[src/rtl/exp_1x1_kernal_loader.sv]
// Write-side feeder for the expand 1x1 kernel FIFO: clears the FIFO, streams one layer of weights
// into it under occupancy throttling, then pulses done. Optional macro: EXP_1X1_LOADER_OVF_CHK_EN.
module exp_1x1_kernal_loader #(
  parameter int unsigned FIFO_DEPTH    = 256,
  parameter int unsigned SAFETY_MARGIN = 4
) (
  input  logic        clk_i,
  input  logic        rst_n_i,
  input  logic        start_i,
  input  logic        exp_1x1_en_i,
  input  logic [10:0] tot_exp1_ker_word_limit_i,
  input  logic [63:0] ker_stream_data_i,
  input  logic        ker_stream_valid_i,
  output logic        ker_stream_ready_o,
  output logic        fifo_exp_1x1_clr_o,
  output logic [63:0] fifo_exp_1x1_wr_data_o,
  output logic        fifo_exp_1x1_wr_en_o,
  input  logic [7:0]  fifo_exp_1x1_data_count_i,
  output logic        load_busy_o,
  output logic        load_done_o,
  output logic        load_err_ovf_o
);

  localparam logic [1:0] StIdle  = 2'd0;
  localparam logic [1:0] StClear = 2'd1;
  localparam logic [1:0] StLoad  = 2'd2;
  localparam logic [1:0] StDone  = 2'd3;

  localparam int unsigned ReadyThresh = FIFO_DEPTH - SAFETY_MARGIN;

  logic [1:0]  state_q, state_d;
  logic [10:0] word_cnt_q, word_cnt_d;
  logic [63:0] wr_data_q, wr_data_d;
  logic        wr_en_q, wr_en_d;
  logic        fifo_has_room;
  logic        accept;

  // The reserve below FIFO_DEPTH absorbs writes still in flight when the count catches up.
  assign fifo_has_room      = 32'(fifo_exp_1x1_data_count_i) < ReadyThresh;
  assign ker_stream_ready_o = (state_q == StLoad) && fifo_has_room;
  assign accept             = ker_stream_ready_o && ker_stream_valid_i;

  always_comb begin
    state_d    = state_q;
    word_cnt_d = word_cnt_q;
    wr_data_d  = wr_data_q;
    wr_en_d    = 1'b0;
    unique case (state_q)
      StIdle: begin
        if (start_i) begin
          state_d = exp_1x1_en_i ? StClear : StDone;
        end
      end
      StClear: begin
        word_cnt_d = '0;
        state_d    = StLoad;
      end
      StLoad: begin
        if (accept) begin
          wr_en_d    = 1'b1;
          wr_data_d  = ker_stream_data_i;
          word_cnt_d = word_cnt_q + 11'd1;
          if (word_cnt_q == tot_exp1_ker_word_limit_i) begin
            state_d = StDone;
          end
        end
      end
      StDone: begin
        state_d = StIdle;
      end
      default: begin
        state_d = StIdle;
      end
    endcase
  end

  always_ff @(posedge clk_i) begin
    if (!rst_n_i) begin
      state_q    <= StIdle;
      word_cnt_q <= '0;
      wr_data_q  <= '0;
      wr_en_q    <= 1'b0;
    end else begin
      state_q    <= state_d;
      word_cnt_q <= word_cnt_d;
      wr_data_q  <= wr_data_d;
      wr_en_q    <= wr_en_d;
    end
  end

  assign fifo_exp_1x1_clr_o     = (state_q == StClear);
  assign fifo_exp_1x1_wr_data_o = wr_data_q;
  assign fifo_exp_1x1_wr_en_o   = wr_en_q;
  assign load_busy_o            = (state_q == StClear) || (state_q == StLoad);
  assign load_done_o            = (state_q == StDone);

`ifdef EXP_1X1_LOADER_OVF_CHK_EN
  localparam int unsigned OvfThresh = FIFO_DEPTH - 1;

  logic ovf_q, ovf_d;

  // Cleared on entry to CLEAR so the flag already reads 0 during the clear pulse.
  always_comb begin
    ovf_d = ovf_q;
    if ((state_q == StIdle) && start_i && exp_1x1_en_i) begin
      ovf_d = 1'b0;
    end else if (wr_en_q && (32'(fifo_exp_1x1_data_count_i) >= OvfThresh)) begin
      ovf_d = 1'b1;
    end
  end

  always_ff @(posedge clk_i) begin
    if (!rst_n_i) begin
      ovf_q <= 1'b0;
    end else begin
      ovf_q <= ovf_d;
    end
  end

  assign load_err_ovf_o = ovf_q;
`else
  assign load_err_ovf_o = 1'b0;
`endif

endmodule
[config.mk]
export PLATFORM = sky130hd
export DESIGN_NAME = exp_1x1_kernal_loader
export DESIGN_NICKNAME = d
export VERILOG_FILES = /design/src/rtl/exp_1x1_kernal_loader.sv
export SDC_FILE = /design/constraint.sdc
export NUM_CORES = 1
export LEC_CHECK = 0
export ABC_AREA = 0
export CAP_MARGIN = 30
export CORE_MARGIN = 8
export CORE_UTILIZATION = 41
export CTS_BUF_LIST = sky130_fd_sc_hd__clkbuf_8 sky130_fd_sc_hd__clkbuf_16
export DETAILED_ROUTE_END_ITERATION = 8
export PLACE_DENSITY = 0.91
export SYNTH_ARGS = -nofsm -noshare
export SYNTH_HDL_FRONTEND = slang
export SYNTH_SLANG_ARGS = --single-unit
[constraint.sdc]
create_clock -name clk_i -period 1.7 [get_ports clk_i]
set_input_delay 0.255 -clock clk_i [delete_from_list [all_inputs] [get_ports clk_i]]
set_output_delay 0.255 -clock clk_i [all_outputs]
set_load 0.02 [all_outputs]
==> run summary, run 1 <==
GRT Residual Overflow: 0
fin crit period: 1.63 ns
DR vias/cell: 4.81
CP delay by family, top: buffers and inverters
WL final: 9.76 mm
placer congestion estimate: 0.814
Seq/Total Area, Yosys: 47.4%
static leakage: 1.88 nW
asr flop ratio synth: 0%
commonest non-fill, non-tap cell in the layout: clkdlybuf4s50_1
Syn Nets: 474
fin crit share: 96.2%
total power: 5.56 mW
most frequent cells in the layout: 149 x clkdlybuf4s50_1, 137 x nand2_1, 77 x dfxtp_1
Clk Latency, worst-skew pair: 0.34 ns
min-delay src: rst_n_i
Fin. Hold Viols: 0
worst path bufs/invs: 2
Worst-path clk slew: 0.09 ns
hold buffer count at CTS: 0
Synth Area in Compound Gates: 19.5%
Crit path largest cell delay: 0.36 ns
hpwl dp: 7.63 mm
XOR/XNOR Fraction of Synth Area: 5.31%
Synth area leader: dfxtp_1
top_reg_cell synth: dfxtp_1
Post-Syn Area: 0.00330 mm²
Final setup viols: 0
FMAX: 612 MHz
total track usage: 16.8%
first-pass GRT wire length: 15.5 mm
Final Max Slew Viols: 0
HP Class: input port to flip-flop
WL/cell: 15.1 µm
root buffer cell: clkbuf_8
layout cells sized above 1: 8.66%
register bit count reported by yosys: 78
synth warn: 0
VDD IR-drop max: 0.844 mV
CTS tree: built
setup bufs post-CTS: 0
crit-path cells: buf_4 -> ha_1 -> dlygate4sd2_1
vias: 3100
CP Launch Point: state_q[0]
drt drc: 0
Worst Skew: 0.0148 ns
crit path max fanout: 3
Setup WS pre-CTS: -0.250 ns
worst path required time: 1.44 ns
largest family of logic cells by synthesized area: simple AND/OR/NAND/NOR gates
PD cells: 1070 mW/mm²
area grow syn2layout: 58.3%
I/O pin count: 158
CTS buffer count: 9
Netlist cell types: 38
CP Capture Type: output port
initial antenna violation count: 0
Syn Area/Cell: 8.65 µm²
H-tree lvl count: 3
mux share of post-synthesis cell area: 0.304%
Routed Antenna Nets: 0
max cap viols: 0
kind of critical path: flip-flop to output port
FP Rows: 32
die height: 106 µm
pin count of the biggest net entering global routing: 48
total iterations of the first detailed-routing run: 7
worst r2r src: state_q[0]
antenna cells: 0
initial core utilization: 42.4%
Synth Area in Simple Gates: 20.4%
Clock Sinks: 78
post-synthesis cell count: 381
Slowest-stage cell, CP: dlygate4sd2_1
number of global-route vias before repair: 3114
startpoint types: flip-flop
Post-synth EDFFs: 0
utilization after layout: 67.2%
die area: 0.0112 mm²
clk buf depth: 2
top cell type's share of synthesized area: 47.4%
Nets: 631
1st-iter DRT viols: 95
crit path DAT: 1.38 ns
Chip Width: 106 µm
status: finished, final reports clean
I/O Buffers: 154
ranking of synthesized cells by area: dfxtp_1 47%, nand2_1 16%, a21boi_0 7.7%, a21boi_1 6.8%, xor2_1 4.0%
Post-Synth Adder-Cell Area: 1.90%
RSZ-0062 raised after global routing: no
Setup WS post-layout: 0.0653 ns
r2r setup slk: 0.08 ns
core area: 0.00777 mm²
-- synthesized netlist by cell type, types with 2 or more instances --
master / number
nand2_1: 137
dfxtp_1: 78
a21boi_0: 34
a21boi_1: 30
xor2_1: 15
nor2_1: 13
buf_2: 8
clkbuf_1: 7
buf_4: 6
ha_1: 5
nand3_1: 5
xnor2_1: 5
inv_1: 4
buf_6: 3
nor4_1: 3
o2111ai_1: 3
a211oi_1: 2
and2_1: 2
nor2b_1: 2
-- cell type report --
| cell class | instances | area, µm² |
|---|---|---|
| Clock inverter | 7 | 73.8 |
| Clock buffer | 9 | 124 |
| Tap cell | 102 | 128 |
| Inverter | 4 | 15.0 |
| Multi-Input combinational cell | 273 | 1580 |
| Timing Repair Buffer | 172 | 1740 |
| Fill cell | 620 | 2550 |
| Sequential cell | 78 | 1560 |
-- sequential cells by signal, indices dropped and copies added, names as in the netlist --
name	cells
fifo_exp_1x1_wr_data_o	64
word_cnt_q	11
state_q	2
fifo_exp_1x1_wr_en_o	1
-- metal layers --
layer  share of wire [%]  track usage (%)  wire [µm]
met1                  39             17.4       3850
met2                  51             30.9       5000
met3                 7.9             5.85        775
met4                 1.3             5.23        129
met5                   0                0          0
-- timing repair --
action                                 in CTS  in global routing
pin swaps                                   0                  2
gates resized for setup                    11                  5
setup endpoints to repair                  44                 50
gates cloned                                0                  0
endpoints found under the hold margin       0                  0
-- metrics by stage --
step	setup TNS (ns)	hold slack, ns	cells	area (µm²)
after floorplan	0	0.390	381	3300
after global placement	-5.25	0.439	629	5000
after detailed placement	-10.82	0.444	629	5000
after CTS	-0.0128	0.399	645	5220
after global routing	0	0.405	645	5220
final	0	0.401	645	5220
-- worst paths after layout --
kind	to	cells after the start
max	fifo_exp_1x1_clr_o	3
max reg2reg	word_cnt_q[8]	8
min reg2reg	fifo_exp_1x1_wr_data_o[25]	2
min	fifo_exp_1x1_wr_data_o[59]	2
-- report_power, final --
| part | total, mW | internal [mW] | switching, mW |
|---|---|---|---|
| registers | 2.14 | 2.03 | 0.117 |
| clock network | 1.39 | 0.684 | 0.706 |
| logic | 2.03 | 0.973 | 1.06 |
-- cell families (layout without fill, tap and decap cells) --
logic type      count (synthesis)  in the layout
compound gates                 79             79
flops                          78             78
xor+xnor                       20             20
mux                             1              1
fa+ha+maj                       5              5
buf+inv                        30            192
simple gates                  167            167
other cells                     1              1
No activity file was read; power rests on OpenSTA's default activity.
==> run 2, diff against run 1 <==
CORE_UTILIZATION = 30   (was 41)
PLACE_DENSITY = 0.72   (was 0.91)
==> run 2 against run 1 <==
  * Maximum frequency is 2.2% higher
  * Via count is 0.84% lower
  * Utilization is 18 points lower
  * Register-to-register slack better by 0.03 ns
  * Die area is 31% higher
  * First-iteration DRC count is 11% higher
  * Clock power is 24% higher
  * Global-route usage is 3.7 points lower
  * Flip-flop and latch count stayed put
  * Non-clock buffer count is 4 lower
  * Worst hold slack better by 0.016 ns
  * Critical path type unchanged
==> run summary, run 2 (synthesized netlist as in run 1, its figures left out) <==
Nets: 627 (was 631)
Worst-Margin Slew: 0.513 ns
Clk Latency, worst-skew pair: 0.33 ns (was 0.34 ns)
static leakage: 1.90 nW (was 1.88 nW)
crit-path cells: buf_4 -> ha_1 -> dlygate4sd2_1 (unchanged)
post-route cell area: 0.00531 mm² (was 0.00522 mm²)
CTS tree: built (unchanged)
clk buf depth: 2 (unchanged)
area of the multi-input gates: 0.00159 mm² (was 0.00158 mm²)
status: finished, final reports clean (unchanged)
GRT Residual Overflow: 0 (unchanged)
kind of critical path: flip-flop to output port (unchanged)
crit path max fanout: 3 (unchanged)
I/O pin count: 158 (unchanged)
WL/cell: 14.2 µm (was 15.1 µm)
max cap viols: 0 (unchanged)
crit path DAT: 1.34 ns (was 1.38 ns)
dpl cells: 663 (was 629)
fin crit period: 1.60 ns (was 1.63 ns)
commonest non-fill, non-tap cell in the layout: clkdlybuf4s50_1 (unchanged)
Layout Cells excl Fill: 678 (was 645)
hpwl dp: 7.41 mm (was 7.63 mm)
most frequent cells in the layout: 149 x clkdlybuf4s50_1, 137 x nand2_1, 77 x dfxtp_1 (unchanged)
pin count of the biggest net entering global routing: 43 (was 48)
hold buffer count at CTS: 0 (unchanged)
FMAX: 625 MHz (was 612 MHz)
VDD IR-drop max: 0.765 mV (was 0.844 mV)
drt drc: 0 (unchanged)
1st-iter DRT viols: 105 (was 95)
worst path required time: 1.44 ns (about the same)
Worst-path clk slew: 0.08 ns (was 0.09 ns)
Final setup viols: 0 (unchanged)
Routed Antenna Nets: 0 (unchanged)
layout cells sized above 1: 8.18% (was 8.66%)
Fin. Hold Viols: 0 (unchanged)
WL final: 9.62 mm (was 9.76 mm)
Final Max Slew Viols: 0 (unchanged)
CP Capture Type: output port (unchanged)
fin crit share: 94.1% (was 96.2%)
PD cells: 1110 mW/mm² (was 1070 mW/mm²)
Clock Sinks: 78 (unchanged)
dpl cell area: 0.00502 mm² (was 0.00500 mm²)
antenna cells: 0 (unchanged)
Slew Limit Headroom: 65.8%
Setup WS pre-CTS: -0.170 ns (was -0.250 ns)
Register Area: 0.00156 mm² (unchanged)
die height: 121 µm (was 106 µm)
setup bufs post-CTS: 0 (unchanged)
max FFs per register: 64 (unchanged)
CTS buffer count: 9 (unchanged)
H-tree lvl count: 3 (unchanged)
core area: 0.0108 mm² (was 0.00777 mm²)
first-pass GRT wire length: 15.6 mm (was 15.5 mm)
total iterations of the first detailed-routing run: 4 (was 7)
HP Class: input port to flip-flop (unchanged)
Chip Width: 121 µm (was 106 µm)
FP Rows: 38 (was 32)
placer congestion estimate: 0.772 (was 0.814)
initial core utilization: 30.5% (was 42.4%)
total track usage: 13.1% (was 16.8%)
startpoint types: flip-flop (unchanged)
number of global-route vias before repair: 3159 (was 3114)
Slowest-stage cell, CP: dlygate4sd2_1 (unchanged)
vias: 3074 (was 3100)
Setup WS post-layout: 0.101 ns (was 0.0653 ns)
Crit path largest cell delay: 0.34 ns (was 0.36 ns)
area grow syn2layout: 61.0% (was 58.3%)
total negative setup slack: 0 ns (unchanged)
DR vias/cell: 4.53 (was 4.81)
die area: 0.0146 mm² (was 0.0112 mm²)
Worst Skew: 0.00888 ns (was 0.0148 ns)
RSZ-0062 raised after global routing: no (unchanged)
I/O Buffers: 154 (unchanged)
initial antenna violation count: 0 (unchanged)
Filler cells: 1065 (was 620)
root buffer cell: clkbuf_8 (unchanged)
==> run 2: layout make-up <==
cell class	instances	area share [%]
tap	140	3.30
inverter	4	0.283
clock buffer	12	3.11
timing repair buffer	168	32.2
clock inverter	3	1.70
multi-input combinational	273	29.9
sequential	78	29.4
==> run 2: power by group <==
group	switching [mW]	total (mW)	internal, mW
Clock	0.644	1.73	1.09
Sequential	0.104	2.13	2.03
Combinational	1.06	2.01	0.953
Total	1.80	5.87	4.07
==> run 2: metrics by stage <==
| step | hold slack [ns] | utilization (%) | power (mW) |
|---|---|---|---|
| after floorplan | 0.390 | - | 3.25 |
| after global placement | 0.440 | 46.5 | 4.15 |
| after detailed placement | 0.446 | 46.5 | 4.19 |
| after CTS | 0.417 | 49.0 | 5.93 |
| after global routing | 0.446 | 49.2 | 6.24 |
| final | 0.417 | 49.2 | 5.87 |
==> run 2: worst max-delay path: cells and delay by family, from the launching register on <==
kind,cells,cell delay (ns)
DFF,1,0.31
buffers and inverters,2,0.47
adders and majority gates,1,0.23
==> run 2: worst paths after layout <==
kind                                                  from  depth (start not counted)                         end  slack (ns)
worst max-delay path                            state_q[0]                          3          fifo_exp_1x1_clr_o        0.10
worst min-delay path                               rst_n_i                          3                  state_q[1]        0.42
worst max register to register                  state_q[0]                          7               word_cnt_q[8]        0.11
worst min register to register  fifo_exp_1x1_wr_data_o[34]                          2  fifo_exp_1x1_wr_data_o[34]        0.46
==> run 2: repair_timing <==
item / 4_1_cts / 5_1_grt
gates resized for setup: 9 / 10
pin swaps: 0 / 4
setup endpoints to repair: 18 / 25
==> run 2: routing by layer <==
metal	part of all wire, %	global-route usage (%)	up-vias	wire (µm)
li1	-	-	1542	-
met1	40	14.1	1424	3880
met2	50	22.9	99	4820
met3	8.5	5.41	9	818
met4	1.0	3.98	0	97
met5	0	0	-	0
